===== config.mk =====
export PLATFORM = sky130hd
export DESIGN_NAME = axis_conv_in_fifo_flat
export DESIGN_NICKNAME = d
export VERILOG_FILES = /design/src/rtl/axis_conv_in_fifo_if.sv /design/src/rtl/axis_conv_in_fifo.sv /design/src/flat_wrapper.sv
export SDC_FILE = /design/constraint.sdc
export NUM_CORES = 1
export LEC_CHECK = 0
export ABC_CLOCK_PERIOD_IN_PS = 16200
export CORE_MARGIN = 3
export CORE_UTILIZATION = 54
export CTS_CLUSTER_DIAMETER = 120
export CTS_CLUSTER_SIZE = 14
export DETAILED_ROUTE_END_ITERATION = 8
export PLACE_DENSITY = 0.88
export SYNTH_ARGS = -nofsm -noshare
export SYNTH_HDL_FRONTEND = slang
export SYNTH_SLANG_ARGS = --single-unit

===== constraint.sdc =====
create_clock -name aclk -period 16.2 [get_ports aclk]
set_input_delay 1.62 -clock aclk [delete_from_list [all_inputs] [get_ports aclk]]
set_output_delay 1.62 -clock aclk [all_outputs]
set_load 0.05 [all_outputs]

===== src/rtl/axis_conv_in_fifo_if.sv =====
// Beat bundle between the input-pipe stage and the conv engine: handshake, tlast, tuser,
// pixel and weight payloads. Modports are named from the point of view of the module using them.
interface axis_conv_in_fifo_if #(
    parameter int unsigned PIX_W       = 128,
    parameter int unsigned WGT_W       = 256,
    parameter int unsigned TUSER_WIDTH = 16
);
    logic                   tvalid;
    logic                   tready;
    logic                   tlast;
    logic [TUSER_WIDTH-1:0] tuser;
    logic [PIX_W-1:0]       pixels_tdata;
    logic [WGT_W-1:0]       weights_tdata;

    modport master (
        output tvalid, tlast, tuser, pixels_tdata, weights_tdata,
        input  tready
    );

    modport slave (
        input  tvalid, tlast, tuser, pixels_tdata, weights_tdata,
        output tready
    );
endinterface


===== src/rtl/axis_conv_in_fifo.sv =====
// Elastic FIFO between input pipe and conv engine; counts delivered packets.
// Optional AXIS_CONV_IN_FIFO_STATS_EN adds max_count and stall_cycles outputs.
module axis_conv_in_fifo #(
    parameter int unsigned            UNITS       = 8,
    parameter int unsigned            COPIES      = 2,
    parameter int unsigned            CORES       = 4,
    parameter int unsigned            MEMBERS     = 8,
    parameter int unsigned            WORD_WIDTH  = 8,
    parameter int unsigned            TUSER_WIDTH = 16,
    parameter int unsigned            I_IS_CONFIG = 7,
    parameter logic [TUSER_WIDTH-1:0] GATED_MASK  = 16'h0F00,
    parameter int unsigned            DEPTH       = 4
) (
    input  logic                     aclk,
    input  logic                     aresetn,
    axis_conv_in_fifo_if.slave       s_axis,
    axis_conv_in_fifo_if.master      m_axis,
    output logic [$clog2(DEPTH):0]   count,
    output logic [15:0]              packets_out
`ifdef AXIS_CONV_IN_FIFO_STATS_EN
    ,
    output logic [$clog2(DEPTH):0]   max_count,
    output logic [31:0]              stall_cycles
`endif
);
    localparam int unsigned PIX_W = COPIES * WORD_WIDTH * UNITS;
    localparam int unsigned WGT_W = WORD_WIDTH * CORES * MEMBERS;
    localparam int unsigned ENT_W = 1 + TUSER_WIDTH + WGT_W + PIX_W;
    localparam int unsigned PTR_W = $clog2(DEPTH);
    localparam int unsigned CNT_W = PTR_W + 1;
    localparam logic [CNT_W-1:0] FULL = CNT_W'(DEPTH);
    // The config flag must reach the engine even when no beat is valid.
    localparam logic [TUSER_WIDTH-1:0] MASK =
        GATED_MASK & ~(TUSER_WIDTH'(1) << I_IS_CONFIG);

    logic [ENT_W-1:0]       r_mem [DEPTH];
    logic [PTR_W-1:0]       r_wr_ptr;
    logic [PTR_W-1:0]       r_rd_ptr;
    logic [CNT_W-1:0]       r_count;
    logic [CNT_W-1:0]       w_count_d;
    logic [15:0]            r_packets;
    logic                   w_tready;
    logic                   w_tvalid;
    logic                   w_push;
    logic                   w_pop;
    logic [ENT_W-1:0]       w_rd_entry;
    logic [TUSER_WIDTH-1:0] w_rd_tuser;

    assign w_tready   = aresetn && (r_count != FULL);
    assign w_tvalid   = aresetn && (r_count != '0);
    assign w_push     = s_axis.tvalid && w_tready;
    assign w_pop      = w_tvalid && m_axis.tready;
    assign w_rd_entry = r_mem[r_rd_ptr];
    assign w_rd_tuser = w_rd_entry[ENT_W-2 -: TUSER_WIDTH];

    assign s_axis.tready        = w_tready;
    assign m_axis.tvalid        = w_tvalid;
    assign m_axis.tlast         = w_rd_entry[ENT_W-1];
    assign m_axis.tuser         = w_rd_tuser & ~(MASK & {TUSER_WIDTH{~w_tvalid}});
    assign m_axis.weights_tdata = w_rd_entry[PIX_W +: WGT_W];
    assign m_axis.pixels_tdata  = w_rd_entry[0 +: PIX_W];
    assign count                = r_count;
    assign packets_out          = r_packets;

    always_comb begin
        w_count_d = r_count;
        case ({w_push, w_pop})
            2'b10:   w_count_d = r_count + CNT_W'(1);
            2'b01:   w_count_d = r_count - CNT_W'(1);
            default: w_count_d = r_count;
        endcase
    end

    // Payload storage carries no reset; occupancy alone says what is live.
    always_ff @(posedge aclk) begin
        if (w_push) begin
            r_mem[r_wr_ptr] <= {s_axis.tlast, s_axis.tuser, s_axis.weights_tdata,
                                s_axis.pixels_tdata};
        end
    end

    always_ff @(posedge aclk) begin
        if (!aresetn) begin
            r_wr_ptr  <= '0;
            r_rd_ptr  <= '0;
            r_count   <= '0;
            r_packets <= '0;
        end else begin
            if (w_push) r_wr_ptr <= r_wr_ptr + PTR_W'(1);
            if (w_pop)  r_rd_ptr <= r_rd_ptr + PTR_W'(1);
            r_count <= w_count_d;
            if (w_pop && w_rd_entry[ENT_W-1]) r_packets <= r_packets + 16'd1;
        end
    end

`ifdef AXIS_CONV_IN_FIFO_STATS_EN
    logic [CNT_W-1:0] r_max_count;
    logic [31:0]      r_stall_cycles;

    always_ff @(posedge aclk) begin
        if (!aresetn) begin
            r_max_count    <= '0;
            r_stall_cycles <= '0;
        end else begin
            if (w_count_d > r_max_count) r_max_count <= w_count_d;
            if (w_tvalid && !m_axis.tready && (r_stall_cycles != 32'hFFFF_FFFF)) begin
                r_stall_cycles <= r_stall_cycles + 32'd1;
            end
        end
    end

    assign max_count    = r_max_count;
    assign stall_cycles = r_stall_cycles;
`endif
endmodule


===== src/flat_wrapper.sv =====
// flat-port wrapper written by rule: the top's interface ports become plain ports
module axis_conv_in_fifo_flat 
#(
    parameter int unsigned            UNITS       = 8,
    parameter int unsigned            COPIES      = 2,
    parameter int unsigned            CORES       = 4,
    parameter int unsigned            MEMBERS     = 8,
    parameter int unsigned            WORD_WIDTH  = 8,
    parameter int unsigned            TUSER_WIDTH = 16,
    parameter int unsigned            I_IS_CONFIG = 7,
    parameter logic [TUSER_WIDTH-1:0] GATED_MASK  = 16'h0F00,
    parameter int unsigned            DEPTH       = 4
)
  (aclk, aresetn, count, packets_out, s_axis_tvalid, s_axis_tlast, s_axis_tuser, s_axis_pixels_tdata, s_axis_weights_tdata, s_axis_tready, m_axis_tvalid, m_axis_tlast, m_axis_tuser, m_axis_pixels_tdata, m_axis_weights_tdata, m_axis_tready);
  axis_conv_in_fifo_if #(.PIX_W((2 * 8 * 8)), .WGT_W((8 * 4 * 8)), .TUSER_WIDTH(TUSER_WIDTH)) s_axis_i ();
  axis_conv_in_fifo_if #(.PIX_W((2 * 8 * 8)), .WGT_W((8 * 4 * 8)), .TUSER_WIDTH(TUSER_WIDTH)) m_axis_i ();
  input  logic aclk;
  input  logic aresetn;
  output logic [$clog2(DEPTH):0] count;
  output logic [15:0] packets_out;
  input wire logic [$bits(s_axis_i.tvalid)-1:0] s_axis_tvalid;
  input wire logic [$bits(s_axis_i.tlast)-1:0] s_axis_tlast;
  input wire logic [$bits(s_axis_i.tuser)-1:0] s_axis_tuser;
  input wire logic [$bits(s_axis_i.pixels_tdata)-1:0] s_axis_pixels_tdata;
  input wire logic [$bits(s_axis_i.weights_tdata)-1:0] s_axis_weights_tdata;
  output wire logic [$bits(s_axis_i.tready)-1:0] s_axis_tready;
  output wire logic [$bits(m_axis_i.tvalid)-1:0] m_axis_tvalid;
  output wire logic [$bits(m_axis_i.tlast)-1:0] m_axis_tlast;
  output wire logic [$bits(m_axis_i.tuser)-1:0] m_axis_tuser;
  output wire logic [$bits(m_axis_i.pixels_tdata)-1:0] m_axis_pixels_tdata;
  output wire logic [$bits(m_axis_i.weights_tdata)-1:0] m_axis_weights_tdata;
  input wire logic [$bits(m_axis_i.tready)-1:0] m_axis_tready;
  assign s_axis_i.tvalid = s_axis_tvalid;
  assign s_axis_i.tlast = s_axis_tlast;
  assign s_axis_i.tuser = s_axis_tuser;
  assign s_axis_i.pixels_tdata = s_axis_pixels_tdata;
  assign s_axis_i.weights_tdata = s_axis_weights_tdata;
  assign s_axis_tready = s_axis_i.tready;
  assign m_axis_tvalid = m_axis_i.tvalid;
  assign m_axis_tlast = m_axis_i.tlast;
  assign m_axis_tuser = m_axis_i.tuser;
  assign m_axis_pixels_tdata = m_axis_i.pixels_tdata;
  assign m_axis_weights_tdata = m_axis_i.weights_tdata;
  assign m_axis_i.tready = m_axis_tready;
  axis_conv_in_fifo #(.UNITS(UNITS), .COPIES(COPIES), .CORES(CORES), .MEMBERS(MEMBERS), .WORD_WIDTH(WORD_WIDTH), .TUSER_WIDTH(TUSER_WIDTH), .I_IS_CONFIG(I_IS_CONFIG), .GATED_MASK(GATED_MASK), .DEPTH(DEPTH)) u_core (.aclk(aclk), .aresetn(aresetn), .s_axis(s_axis_i), .m_axis(m_axis_i), .count(count), .packets_out(packets_out));
endmodule

Word level (Yosys, flattened, before mapping):

Memories as Yosys holds them, arrays and structs flattened. A register that Yosys moved wholly into a read port is not among the register bits.
Cells that the tools add are included.

* bitwise logic cells: 3
* reductions and logical operators: 7
* add/subtract/negate cells: 5
* eq/ne operators: 3
* muxes and demuxes: 5

Operators with widths (count)
* $add A16 B1 Y16 const B: 1
* $and A16 B16 Y16: 1
* $not A12 Y16: 1
* $pmux W3 S2: 1
* $logic_and A1 B1 Y1: 5
* $add A2 B1 Y2 const B: 2
* $mux W2: 2
* $add A3 B1 Y3 const B: 1
* $ne A3 B3 Y1 const B: 1
* $reduce_bool A3 Y1: 1
* $sub A3 B1 Y3 const B: 1
* $eq A2 B1 Y1 const B: 1
* $eq A2 B2 Y1 const B: 1
* $mux W1: 2
* $reduce_bool A2 Y1: 1
* $not A1 Y1: 1

* bits of input ports: 405
* word-level logic and storage cells: 28
* output and inout bits: 422
* RAM bits: 1604
* memories kept: 1
* flip-flop bits (word level): 23

Memories
* u_core.r_mem: words 4, width 401, read ports 1, clocked after memory_dff 1, write ports 1, RTL line axis_conv_in_fifo.sv:36 `logic [ENT_W-1:0] r_mem [DEPTH];`

Logic depth before layout (Yosys ltp):

Gate-level depths: netlist of the first run.

* depth after elaboration: 5
* mapped depth: 9
* gate-level depth less buffers: 9

Worst setup path before layout of the first run:

No wires, ideal clock.

* kind: input-to-reg
* from: in aresetn
* to: mem u_core.r_mem[0][0] in the netlist's numbering, enable pin
* setup time: 0.816 ns
* data required time: 15.384 ns
* buffers on the path: 0
* path slack: 4.071 ns
* stages: 3
* arrival time: 11.313 ns
* path through: inv_1 -> a211oi_1 -> and2_1

* longest elaborated chain between the ends: 4

Ends and longest elaborated chain
* from (decl): RTL line flat_wrapper.sv:18 `input logic aresetn;`
* $logic_and A1 B1 Y1: RTL line axis_conv_in_fifo.sv:49 `assign w_tready = aresetn && (r_count != FULL);`
* $logic_and A1 B1 Y1: RTL line axis_conv_in_fifo.sv:51 `assign w_push = s_axis.tvalid && w_tready;`
* $mux W1: RTL line axis_conv_in_fifo.sv:76 `if (w_push) begin`
* $mux W1 (implied by the code): RTL line axis_conv_in_fifo.sv:77 `r_mem[r_wr_ptr] <= {s_axis.tlast, s_axis.tuser, s_axis.weights_tdata,`
* to (decl): RTL line axis_conv_in_fifo.sv:36

Every way passes these cells.

==> impl_metrics.csv, run 1 <==
group,metric,value,unit
min_path,worstHoldPathType,"flip-flop to flip-flop",
global_routing,antenna_found_initial,58,
drt,ant_nets,0,
setup_path,endpoint_kind,"primary output",
yosys,yosys_register_bits,1629,
global_routing,grt_pass1_vias,29674,
die,design.die.area,112900,µm²
flow_run,maxCapViolations,0,
drt,drt-initial-drc-count,2567,
clock_network,cts-root-buf,"clkbuf_16",
timing,worst_pin_slew,1.180,ns
clock_network,cts_buffer_depth,3,
drt,vias_per_cell,6.147,
cells_and_area,mostFrequentLayoutCells,"edfxtp_1 (1,604), clkdlybuf4s50_1 (826), mux4_2 (401), clkbuf_16 (138), dfxtp_1 (23)",
die,die_h,336.0,µm
cells_and_area,nets,3545,
setup_path,timing.rr.end,"u_core.r_mem[0][118]",
global_routing,grt_pass1_wl,204.1,mm
place,dp.final_hpwl,84.69,mm
timing,max_slew_margin,21.31,%
clock_network,cts_max_level,4,
setup_path,arrival,4.96,ns
timing,setup_viol,0,
power,p_per_area,121.2,nW/µm²
cells_and_area,fin_area,72630,µm²
timing,rsz0062_at_grt,"no",
timing,clock_skew,0.01690,ns
place,routabilityCongestion,0.7925,
global_routing,gr-total-overflow,0,
cells_and_area,layout_commonest_cell,"edfxtp_1",
cells_and_area,areaGrowthSynthToFinish,23.48,%
yosys,syn_nets,2648,
timing,fin_crit,6.577,ns
yosys,syn_avg_cell_area,26.31,µm²
place,dp.cells,4398,
timing,maxClockFrequency,152.1,MHz
cells_and_area,final_cell_count_no_fill,4610,
yosys,synth_cell_types,28,
timing,drv_slew,0,
clock_network,post_cts_resized,0,
clock_network,holdBufCountCts,0,
setup_path,reg2reg_from,"u_core.count[0]",
setup_path,reg2reg_slack,11.01,ns
clock_network,cts_buffers,136,
cells_and_area,layout-drive-gt1-share,18.73,%
power,peakVddDrop,0.1169,mV
timing,hold_viol,0,
setup_path,worst-path-max-fanout,48,
drt,wire_per_inst,30.85,µm
place,port_buffers,826,
yosys,yosys_warnings,0,
clock_network,cts_setup_buffers,0,
die,fp-row-count,120,
setup_path,required,14.58,ns
yosys,synthesis.area,58820,µm²
clock_network,cts.sinks,1629,
min_path,min_to,"u_core.packets_out[15]",
drt,drt-total-wl,142.2,mm
setup_path,ff2ff_path_depth,6,
die,initial_core_util,54.64,%
setup_path,start_kind,"flip-flop",
clock_network,path_clk_slew,0.07,ns
timing,setup_tns,0,ns
outcome,status,"completed",
place,pre_cts_slack,8.903,ns
die,core_area,107700,µm²
setup_path,critPathKind,"flip-flop to primary output",
power,total_leakage_power,22.27,nW
timing,setup_slack,9.623,ns
timing,finalCritPeriodShare,40.60,%
place,placed_cell_area,68750,µm²
die,die_w,336.0,µm
die,io_pins,827,
min_path,holdPathStages,2,
drt,post-route-drc-count,0,
clock_network,clk-insertion-delay-late,0.72,ns
clock_network,cts_tree,"done",
global_routing,grt.total_usage,25.02,%
drt,vias,28338,
global_routing,grt_max_degree,151,
cells_and_area,nFillCells,6122,
drt,drt_first_pass_iters,5,
yosys,ys_seq_area_share,82.73,%
min_path,min-delay-start,"u_core.packets_out[15]",
cells_and_area,final_util,67.47,%
yosys,syn_inst,2236,
logic make-up (layout without fill, tap and decap cells):
logic type               after synthesis  after routing  share of synthesized area [%]
flip-flops                          1629           1629                          82.73
other                                  0             51                              0
AO/OA/AOI/OAI                         25             25                         0.2574
XOR/XNOR                               8              8                         0.1191
buffers and inverters                104           1024                         0.7572
AND/OR/NAND/NOR                       58             58                         0.5488
multiplexers                         405            405                          15.42
adder cells (fa/ha/maj)                7              7                         0.1617
cell type report:
class | instances | area (µm²) | share of cell area (%)
Clock buffer | 144 | 3476 | 4.785
Multi-Input combinational cell | 503 | 9721 | 13.38
Tap cell | 1403 | 1755 | 2.417
Antenna cell | 51 | 127.6 | 0.1757
Inverter | 9 | 33.78 | 0.04651
Sequential cell | 1629 | 48670 | 67.01
Clock inverter | 17 | 280.3 | 0.3859
Timing Repair Buffer | 854 | 8566 | 11.79
sequential cells by signal, indices dropped and copies added (netlist names), named ones only:
| name | cells |
|---|---|
| u_core.r_wr_ptr | 2 |
| u_core.r_mem | 1604 |
| u_core.count | 3 |
| u_core.packets_out | 16 |
| u_core.r_rd_ptr | 2 |
through the flow:
step	total power, mW	hold WS [ns]
after floorplan	5.540	0.4847
after global placement	5.894	0.4657
after detailed placement	5.922	0.4711
after CTS	8.873	0.4852
after global routing	9.048	0.5175
final	8.805	0.4902
Yosys cell counts (all sizes together):
library cell / instances / area (µm²)
nand4: 6 / 43.79
a21oi: 12 / 60.06
o31a: 1 / 8.760
and4: 2 / 17.52
a211oi: 1 / 7.510
clkbuf: 42 / 157.7
nand2: 9 / 33.78
xnor2: 3 / 26.28
inv: 9 / 33.78
fa: 1 / 20.02
and3: 4 / 25.02
buf: 53 / 254.0
mux4: 401 / 9031
and2: 9 / 56.30
or4: 7 / 52.55
dfxtp: 25 / 500.5
mux2i: 4 / 40.04
ha: 6 / 75.07
or3: 3 / 18.77
o21ai: 3 / 15.01
o31ai: 8 / 60.06
nor2: 12 / 45.04
xor2: 5 / 43.79
nand3: 6 / 30.03
edfxtp: 1604 / 48170
layer usage:
layer	share of wire [%]	up-vias	track usage, %
li1	-	11462	-
met1	32	14810	28.65
met2	52	1714	42.26
met3	11	336	8.409
met4	4.9	16	12.70
met5	0.072	-	0
worst max path at each step:
stage | from | endpoint | slack, ns | cells past startpoint
after floorplan | aresetn | u_core.r_mem[0][0] | 4.07 | 3
after global placement | aresetn | u_core.r_mem[0][21] | 9.05 | 7
after detailed placement | aresetn | u_core.r_mem[0][21] | 8.90 | 7
after CTS | flip-flop | m_axis_pixels_tdata[122] | 9.37 | 4
after global routing | flip-flop | m_axis_pixels_tdata[122] | 9.15 | 4
final | flip-flop | m_axis_pixels_tdata[121] | 9.62 | 4
power by group:
part | total (mW) | internal [mW] | switching [mW] | leakage, nW
clock network | 2.96 | 1.55 | 1.41 | 1.84
logic | 1.05 | 0.399 | 0.650 | 5.67
registers | 4.79 | 4.75 | 0.0397 | 14.8
worst max-delay path, cell delays in order, from the launching register on:
cell             delay, ns
dfxtp_4               0.95
buf_4                 0.84
buf_4                 0.86
mux4_2                0.72
clkdlybuf4s50_1       0.75
Power figures use the tool's default switching activity.
==> run 2: changes to the inputs <==
Settings changed: ABC_CLOCK_PERIOD_IN_PS 16200 to 6700.
Clock period 16.2 ns to 6.7 ns, I/O delays scaled along.
==> run 2 against run 1 <==
Clock-buffer cell count is 15 higher; die area stayed put; worst setup slack worse by 7.5 ns; clock power is 140% higher; wire length is 1.3% higher; worst hold slack better by 0.040 ns; first-iteration DRC count is 2.9% higher; sequential cell count stayed put; critical path depth is 1 lower; largest power group unchanged; highest routed layer unchanged.
==> impl_metrics.csv, run 2 (synthesis results as in run 1) <==
group,metric,value,unit
drt,ant_nets,0,
die,die_h,336.0,µm
place,pre_cts_slack,2.235,ns
setup_path,critPathKind,"flip-flop to primary output",
global_routing,grt_pass1_wl,207.4,mm
clock_network,holdBufCountCts,0,
setup_path,arrival,3.95,ns
drt,vias,28335,
min_path,min-delay-start,"u_core.r_rd_ptr[1]",
clock_network,post_cts_resized,0,
global_routing,grt.total_usage,25.45,%
setup_path,ff2ff_path_depth,4,
timing,max_slew_margin,25.97,%
cells_and_area,regMostFlops,"u_core.r_mem",
clock_network,cts_buffers,134,
flow_run,maxCapViolations,0,
drt,wire_per_inst,31.16,µm
clock_network,cts-root-buf,"clkbuf_16",
timing,finalCritPeriodShare,68.90,%
power,total_leakage_power,22.45,nW
timing,hold_viol,0,
outcome,status,"completed",
power,peakVddDrop,0.2706,mV
place,dp.final_hpwl,88.61,mm
timing,setup_viol,0,
drt,drt-total-wl,144.1,mm
timing,setup_tns,0,ns
cells_and_area,areaGrowthSynthToFinish,23.89,%
timing,rsz0062_at_grt,"no",
setup_path,timing.rr.end,"u_core.r_mem[0][62]",
setup_path,reg2reg_from,"u_core.count[0]",
clock_network,cts_tree,"done",
place,routabilityCongestion,0.7875,
die,fp-row-count,120,
cells_and_area,multi_input_area,9721,µm²
cells_and_area,nFillCells,6092,
setup_path,critPathMaxStageDelay,1.04,ns
clock_network,cts_setup_buffers,0,
setup_path,required,6.03,ns
global_routing,gr-total-overflow,0,
cells_and_area,regArea,48670,µm²
cells_and_area,final_util,67.69,%
place,placed_cell_area,69100,µm²
min_path,holdPathStages,2,
place,port_buffers,826,
timing,drv_slew,0,
setup_path,crit_chain,"buf_4, mux4_2, clkdlybuf4s50_1",
drt,drt-initial-drc-count,2642,
cells_and_area,fin_area,72870,µm²
die,core_area,107700,µm²
global_routing,grt_max_degree,120,
setup_path,reg2reg_slack,3.32,ns
clock_network,cts_buffer_depth,3,
power,p_per_area,292.0,nW/µm²
clock_network,path_clk_slew,0.07,ns
cells_and_area,layout_commonest_cell,"edfxtp_1",
cells_and_area,mostFrequentLayoutCells,"edfxtp_1 (1,604), clkdlybuf4s50_1 (826), mux4_2 (401), clkbuf_16 (141), buf_4 (46)",
global_routing,antenna_found_initial,29,
die,die_w,336.0,µm
drt,vias_per_cell,6.125,
die,design.die.area,112900,µm²
setup_path,endpoint_kind,"primary output",
timing,clock_skew,0.02520,ns
cells_and_area,largest_register_ffs,1604,
setup_path,crit_slowest_cell,"dfxtp_4",
global_routing,grt_pass1_vias,30054,
die,io_pins,827,
power,finalPower,21.28,mW
timing,setup_slack,2.084,ns
setup_path,start_kind,"flip-flop",
timing,worst_pin_slew,1.110,ns
timing,fin_crit,4.616,ns
drt,post-route-drc-count,0,
clock_network,cts.sinks,1629,
min_path,worstHoldPathType,"flip-flop to flip-flop",
clock_network,cts_max_level,4,
cells_and_area,layout-drive-gt1-share,19.34,%
cells_and_area,nets,3576,
timing,maxClockFrequency,216.6,MHz
clock_network,clk-insertion-delay-late,0.73,ns
drt,drt_first_pass_iters,5,
setup_path,worst-path-max-fanout,45,
die,initial_core_util,54.64,%
[run 2: changes by cell type in the layout (fill, tap and decap cells not counted), moves of 2 or more]
cell	change
clkinv_16	-2
clkbuf_1	+12
buf_4	+25
clkinv_8	-3
clkbuf_16	+3
buf_12	+8
diode_2	-23
inv_6	-2
[run 2: worst max path at each step]
stage / endpoint / cells past startpoint / from / slack [ns]
after global placement: u_core.r_mem[0][110] / 5 / aresetn / 2.36
after CTS: m_axis_weights_tdata[157] / 3 / flip-flop / 1.94
after detailed placement: u_core.r_mem[0][264] / 5 / aresetn / 2.23
final: m_axis_pixels_tdata[2] / 3 / flip-flop / 2.08
after floorplan: u_core.r_mem[1][0] / 3 / u_core.count[0] / -0.18
after global routing: m_axis_pixels_tdata[2] / 3 / flip-flop / 1.82
[run 2: cell type report]
type	count	area share, %
diodes	28	0.09615
repair buffers	887	12.23
well taps	1403	2.409
inverters	9	0.04636
flip-flops and latches	1629	66.79
multi-input cells	503	13.34
clock inverters	8	0.1511
clock buffers	159	4.935
[run 2: critical path, delay by kind of cell (launching register included)]
kind / cells / cell delay, ns
flip-flops: 1 / 1.04
buffers and inverters: 2 / 1.53
multiplexers: 1 / 0.62
[run 2: per-layer routing]
layer / routed length (µm) / global-route usage, % / up-vias / part of all wire (%)
met5: 45 / 0 / - / 0.031
met1: 47320 / 29.33 / 14883 / 33
met2: 77340 / 44.58 / 1593 / 54
met4: 6632 / 11.83 / 8 / 4.6
li1: - / - / 11514 / -
met3: 12790 / 6.881 / 337 / 8.9
[run 2: where the power goes]
part           switching (mW)  leakage, nW  internal [mW]
combinational            1.59         5.87          0.982
clock                    3.35         1.81           3.77
sequential             0.0986         14.8           11.5
[run 2: through the flow]
stage	hold WS (ns)	instances
2_1_floorplan	0.4847	2236
6_report	0.5304	4626
5_1_grt	0.5407	4619
4_1_cts	0.5022	4598
3_3_place_gp	0.4630	4431
3_5_place_dp	0.4999	4431
